**src/rtl/mem_axi_bridge.sv**
```systemverilog
// mem_axi_bridge: converts the LSU's single-outstanding io_* memory port into
// AXI4-Lite master transactions (one transaction in flight).
// Ports:
//   clock, reset                       rising-edge clock, async active-high reset
//   io_reqValid/io_addr/io_wdata/
//   io_wmask/io_size/io_wen            request from the LSU (sampled only in IDLE)
//   io_respValid/io_rdata/io_err       registered one-cycle completion
//   m_aw*/m_w*/m_b*/m_ar*/m_r*         AXI4-Lite master channels
module mem_axi_bridge #(
  parameter bit          ALIGN_ADDR = 1'b1,
  parameter logic [31:0] ERR_RDATA  = 32'h0
) (
  input  logic        clock,
  input  logic        reset,
  input  logic        io_reqValid,
  output logic        io_respValid,
  input  logic [31:0] io_wdata,
  output logic [31:0] io_rdata,
  input  logic [31:0] io_addr,
  input  logic [1:0]  io_size,
  input  logic        io_wen,
  input  logic [3:0]  io_wmask,
  output logic        io_err,
  output logic        m_awvalid,
  input  logic        m_awready,
  output logic [31:0] m_awaddr,
  output logic [2:0]  m_awsize,
  output logic        m_wvalid,
  input  logic        m_wready,
  output logic [31:0] m_wdata,
  output logic [3:0]  m_wstrb,
  input  logic        m_bvalid,
  output logic        m_bready,
  input  logic [1:0]  m_bresp,
  output logic        m_arvalid,
  input  logic        m_arready,
  output logic [31:0] m_araddr,
  output logic [2:0]  m_arsize,
  input  logic        m_rvalid,
  output logic        m_rready,
  input  logic [31:0] m_rdata,
  input  logic [1:0]  m_rresp
);

  localparam int unsigned AW = 32;
  localparam int unsigned DW = 32;
  localparam int unsigned SW = 4;
  localparam int unsigned ZW = 3;

  typedef enum logic [2:0] {
    S_IDLE, S_WR_REQ, S_WR_RESP, S_RD_REQ, S_RD_RESP, S_DONE
  } state_t;

  state_t        r_state, w_nxt_state;
  logic [AW-1:0] r_addr, w_nxt_addr;
  logic [DW-1:0] r_wdata, w_nxt_wdata;
  logic [SW-1:0] r_wmask, w_nxt_wmask;
  logic [ZW-1:0] r_axsize, w_nxt_axsize;
  logic          r_awvalid, w_nxt_awvalid;
  logic          r_wvalid, w_nxt_wvalid;
  logic          r_bready, w_nxt_bready;
  logic          r_arvalid, w_nxt_arvalid;
  logic          r_rready, w_nxt_rready;
  logic          r_resp_valid, w_nxt_resp_valid;
  logic          r_err, w_nxt_err;
  logic [DW-1:0] r_rdata, w_nxt_rdata;
  logic          w_aw_ok, w_w_ok;

  // A channel is finished once its valid has dropped or is handshaking now
  assign w_aw_ok = ~r_awvalid | m_awready;
  assign w_w_ok  = ~r_wvalid  | m_wready;

  // State register and all registered outputs
  always_ff @(posedge clock or posedge reset) begin
    if (reset) begin
      r_state      <= S_IDLE;
      r_addr       <= '0;
      r_wdata      <= '0;
      r_wmask      <= '0;
      r_axsize     <= '0;
      r_awvalid    <= 1'b0;
      r_wvalid     <= 1'b0;
      r_bready     <= 1'b0;
      r_arvalid    <= 1'b0;
      r_rready     <= 1'b0;
      r_resp_valid <= 1'b0;
      r_err        <= 1'b0;
      r_rdata      <= '0;
    end else begin
      r_state      <= w_nxt_state;
      r_addr       <= w_nxt_addr;
      r_wdata      <= w_nxt_wdata;
      r_wmask      <= w_nxt_wmask;
      r_axsize     <= w_nxt_axsize;
      r_awvalid    <= w_nxt_awvalid;
      r_wvalid     <= w_nxt_wvalid;
      r_bready     <= w_nxt_bready;
      r_arvalid    <= w_nxt_arvalid;
      r_rready     <= w_nxt_rready;
      r_resp_valid <= w_nxt_resp_valid;
      r_err        <= w_nxt_err;
      r_rdata      <= w_nxt_rdata;
    end
  end

  // Next-state and next-output logic
  always_comb begin
    w_nxt_state      = r_state;
    w_nxt_addr       = r_addr;
    w_nxt_wdata      = r_wdata;
    w_nxt_wmask      = r_wmask;
    w_nxt_axsize     = r_axsize;
    w_nxt_awvalid    = r_awvalid;
    w_nxt_wvalid     = r_wvalid;
    w_nxt_bready     = r_bready;
    w_nxt_arvalid    = r_arvalid;
    w_nxt_rready     = r_rready;
    w_nxt_resp_valid = 1'b0;
    w_nxt_err        = 1'b0;
    w_nxt_rdata      = r_rdata;

    case (r_state)
      S_IDLE: begin
        if (io_reqValid) begin
          w_nxt_addr   = ALIGN_ADDR ? {io_addr[AW-1:2], 2'b00} : io_addr;
          w_nxt_wdata  = io_wdata;
          w_nxt_wmask  = io_wmask;
          // Size 3 has no meaning on a 32-bit bus; treat it as a word
          w_nxt_axsize = (io_size == 2'd3) ? ZW'(2) : {1'b0, io_size};
          if (io_wen) begin
            w_nxt_state   = S_WR_REQ;
            w_nxt_awvalid = 1'b1;
            w_nxt_wvalid  = 1'b1;
          end else begin
            w_nxt_state   = S_RD_REQ;
            w_nxt_arvalid = 1'b1;
          end
        end
      end

      S_WR_REQ: begin
        if (r_awvalid && m_awready) w_nxt_awvalid = 1'b0;
        if (r_wvalid && m_wready)   w_nxt_wvalid  = 1'b0;
        if (w_aw_ok && w_w_ok) begin
          w_nxt_state  = S_WR_RESP;
          w_nxt_bready = 1'b1;
        end
      end

      S_WR_RESP: begin
        if (m_bvalid) begin
          w_nxt_state      = S_DONE;
          w_nxt_bready     = 1'b0;
          w_nxt_resp_valid = 1'b1;
          w_nxt_err        = (m_bresp != 2'b00);
        end
      end

      S_RD_REQ: begin
        if (m_arready) begin
          w_nxt_state   = S_RD_RESP;
          w_nxt_arvalid = 1'b0;
          w_nxt_rready  = 1'b1;
        end
      end

      S_RD_RESP: begin
        if (m_rvalid) begin
          w_nxt_state      = S_DONE;
          w_nxt_rready     = 1'b0;
          w_nxt_resp_valid = 1'b1;
          w_nxt_err        = (m_rresp != 2'b00);
          w_nxt_rdata      = (m_rresp == 2'b00) ? m_rdata : ERR_RDATA;
        end
      end

      S_DONE: begin
        w_nxt_state = S_IDLE;
      end

      default: begin
        w_nxt_state = S_IDLE;
      end
    endcase
  end

  assign io_respValid = r_resp_valid;
  assign io_err       = r_err;
  assign io_rdata     = r_rdata;
  assign m_awvalid    = r_awvalid;
  assign m_awaddr     = r_addr;
  assign m_awsize     = r_axsize;
  assign m_wvalid     = r_wvalid;
  assign m_wdata      = r_wdata;
  assign m_wstrb      = r_wmask;
  assign m_bready     = r_bready;
  assign m_arvalid    = r_arvalid;
  assign m_araddr     = r_addr;
  assign m_arsize     = r_axsize;
  assign m_rready     = r_rready;

endmodule

```
**config.mk**
```make
export PLATFORM = sky130hd
export DESIGN_NAME = mem_axi_bridge
export DESIGN_NICKNAME = d
export VERILOG_FILES = /design/src/rtl/mem_axi_bridge.sv
export SDC_FILE = /design/constraint.sdc
export NUM_CORES = 1
export LEC_CHECK = 0
export ABC_AREA = 1
export BUFFER_PORTS_ARGS = -buffer_cell sky130_fd_sc_hd__buf_2
export CORE_ASPECT_RATIO = 0.8
export CORE_MARGIN = 3
export CORE_UTILIZATION = 41
export CTS_BUF_LIST = sky130_fd_sc_hd__clkbuf_8
export CTS_CLUSTER_SIZE = 25
export DETAILED_ROUTE_END_ITERATION = 10
export PLACE_DENSITY = 0.81
export SYNTH_ARGS = -nofsm -noshare
export SYNTH_HDL_FRONTEND = slang
export SYNTH_SLANG_ARGS = --single-unit
```
**constraint.sdc**
```tcl
create_clock -name clock -period 3.1 [get_ports clock]
set_input_delay 0.155 -clock clock [delete_from_list [all_inputs] [get_ports clock]]
set_output_delay 0.155 -clock clock [all_outputs]
set_load 0.01 [all_outputs]
```
==> results_dict.tcl <==
set metrics [dict create \
    ctsHoldBuffers 67 \
    dieWidth_um 125 \
    maxSlewViolCount 0 \
    synth-seq-cells 110 \
    syn_area_um2 4680 \
    cts_sinks 110 \
    core-area_um2 11000 \
    combinationalPowerShare 0.422 \
    clk_latency_ns 0.36 \
    critPathBufInv 0 \
    yosys-top-cells-count "nand2_1, dfrtp_1, buf_4, o21ai_0, inv_1" \
    ant_nets 0 \
    swShare 0.395 \
    hpwl_um 8480 \
    finalSetupTns_ns 0 \
    start_util 0.425 \
    cp.required_ns 3.34 \
    postLayoutCoreUtil 0.601 \
    finalWirelength_um 12900 \
    dieArea_um2 12700 \
    crit_chain "nor2_2 > nand3_2 > o21ai_0" \
    vias 4347 \
    syn_to_final_growth_pct 41.5 \
    cts_tree "done" \
    yosysTopAreaCell "dfrtp_1" \
    p_seq_frac 0.419 \
    startpoint_type "register" \
    hp-class "in -> reg" \
    synth_flop_cell "dfrtp_1" \
    synth_cell_types 22 \
    power_density_nw_per_um2 877 \
    critPathMaxStageDelay_ns 0.83 \
    peakVddDrop_mv 0.465 \
    root_buffer "clkbuf_8" \
    via_per_inst 4.50 \
    finalSetupViolCount 0 \
    synth_top_area_share 0.588 \
    syn_area_per_cell_um2 8.65 \
    ys_top_cells_by_area "dfrtp_1, nand2_1, buf_4, o21ai_0, buf_6" \
    cts_buffer_depth 2 \
    tightest_slew_ns 1.08 \
    min_period_over_period 0.694 \
    n_fill_cell 942 \
    grt_antenna_before_repair 0 \
    p_total_mw 5.81 \
    fin_skew_ns 0.00664 \
    dr.pass1.iters 5 \
    grt_start_max_net_pins 69 \
    row_count 34 \
    hold_violations 0 \
    rsz0062_at_grt "false" \
    synth_edf_count 0 \
    routedWlPerCell_um 13.4 \
    p_leak_nw 3.84 \
    cts_setup_buffers 0 \
    synth_warnings 0 \
    io_pins 260 \
    placed_cells 884 \
    diodes 0 \
    cts_buffers 9 \
    htree_levels 3 \
    drc_errors 0 \
    path_class "reg -> reg" \
    nNetsFinal 933 \
    regArea_um2 2750 \
    end_kind "register" \
    drive_gt1_frac 0.340 \
    io_buffers 251 \
    crit_arrival_ns 2.39 \
    p_switching_mw 2.29 \
    internal-power_mw 3.51 \
    relSlewSlack 0.280 \
    drt_iter0_drc 211 \
    cp_top_family "simple AND/OR/NAND/NOR gates" \
    track_usage 0.198 \
    multiInputGateArea_um2 1440 \
    ctsResizeCount 0 \
    cap_violations 0 \
    min_period_ns 2.15 \
    p_clk_frac 0.159 \
    status "finished clean" \
    crit_fanout 67 \
    place_congestion 0.780 \
    synth-seq-area-share 0.588 \
    synthArstFlopShare 1.00 \
    grt_pass1_vias 4188 \
    cp_slowest_cell "nand3_2" \
    synth_cells 541 \
    max_freq_ghz 0.465 \
    die_height_um 102 \
    grt_overflow 0 \
    layout.cells.non_filler 965 \
    path_clk_slew_ns 0.10 \
    grt_pass1_wl_um 20400 \
    synth.most_common_cell "nand2_1" \
]
## power groups by stage
stage | clock network, mW | logic, mW | registers [mW]
2_1_floorplan | 0 | 1.34 | 2.71
3_3_place_gp | 0 | 2.35 | 2.43
3_5_place_dp | 0 | 2.40 | 2.44
4_1_cts | 0.960 | 2.47 | 2.42
5_1_grt | 1.01 | 2.74 | 2.51
6_report | 0.924 | 2.45 | 2.43
## stage by stage
stage / instance area, um^2 / worst slack, ns / hold slack, ns
3_3_place_gp: 5740 / 1.06 / 0.279
6_report: 6620 / 0.947 / 0.0444
2_1_floorplan: 4700 / 0.0427 / 0.265
4_1_cts: 6620 / 0.886 / 0.0114
5_1_grt: 6620 / 0.672 / 0.0246
3_5_place_dp: 5740 / 0.921 / 0.271
## logic make-up after synthesis
| logic type | share of synthesized area |
|---|---|
| simple gates | 0.261 |
| flops | 0.588 |
| buf+inv | 0.108 |
| compound gates | 0.0425 |
| other cells | 0.000801 |
## cell type report
cell class / instances / share of cell area
flip-flops and latches: 110 / 0.416
repair buffers: 324 / 0.298
multi-input cells: 357 / 0.218
well taps: 144 / 0.0272
clock buffers: 10 / 0.0208
clock inverters: 4 / 0.0110
inverters: 16 / 0.00945
## placed cells by master, fill, tap and decap left out, types with 2 or more instances in the layout
cell type,count
nand3b_1,2
nand3_2,2
conb_1,6
nor2_2,2
dlygate4sd3_1,67
inv_1,14
o21ai_0,34
clkbuf_8,10
buf_4,6
buf_2,251
bufinv_16,2
nand2_1,289
nand3_1,9
a21oi_1,2
nor2_1,4
dfrtp_1,110
nand4_1,2
## worst min-delay path: stages
cell	delay, ns
buf_2	0.09
nand2_1	0.05
o21ai_0	0.07
## path summary, 6_finish.rpt
path	cells after the start	from	slack (ns)	to
min reg2reg	2	m_wdata[6]$_DFFE_PP0P_	0.48	m_wdata[6]$_DFFE_PP0P_
max reg2reg	3	r_state[1]$_DFFE_PP0P_	0.95	io_rdata[0]$_DFFE_PP0P_
min in group asynchronous	3	reset	0.42	io_rdata[21]$_DFFE_PP0P_
max in group asynchronous	4	reset	1.83	m_wdata[23]$_DFFE_PP0P_
min	3	m_rdata[18]	0.04	io_rdata[18]$_DFFE_PP0P_
max	3	r_state[1]$_DFFE_PP0P_	0.95	io_rdata[0]$_DFFE_PP0P_
## state kept, by name, summed over array words and instances, names as in the netlist, 2 cells and up
name / flops
m_araddr: 30
m_wstrb: 4
io_rdata: 32
r_state: 3
m_wdata: 32
m_arsize: 2
## routing by layer
metal	up-vias	GRT usage	wire [um]	part of all wire
met2	177	0.343	6420	0.50
met1	1979	0.241	5370	0.42
met5	-	0	0	0
met3	22	0.0532	865	0.067
li1	2169	-	-	-
met4	0	0.0692	267	0.021
Note: power is estimated with default switching activity, not from simulation.
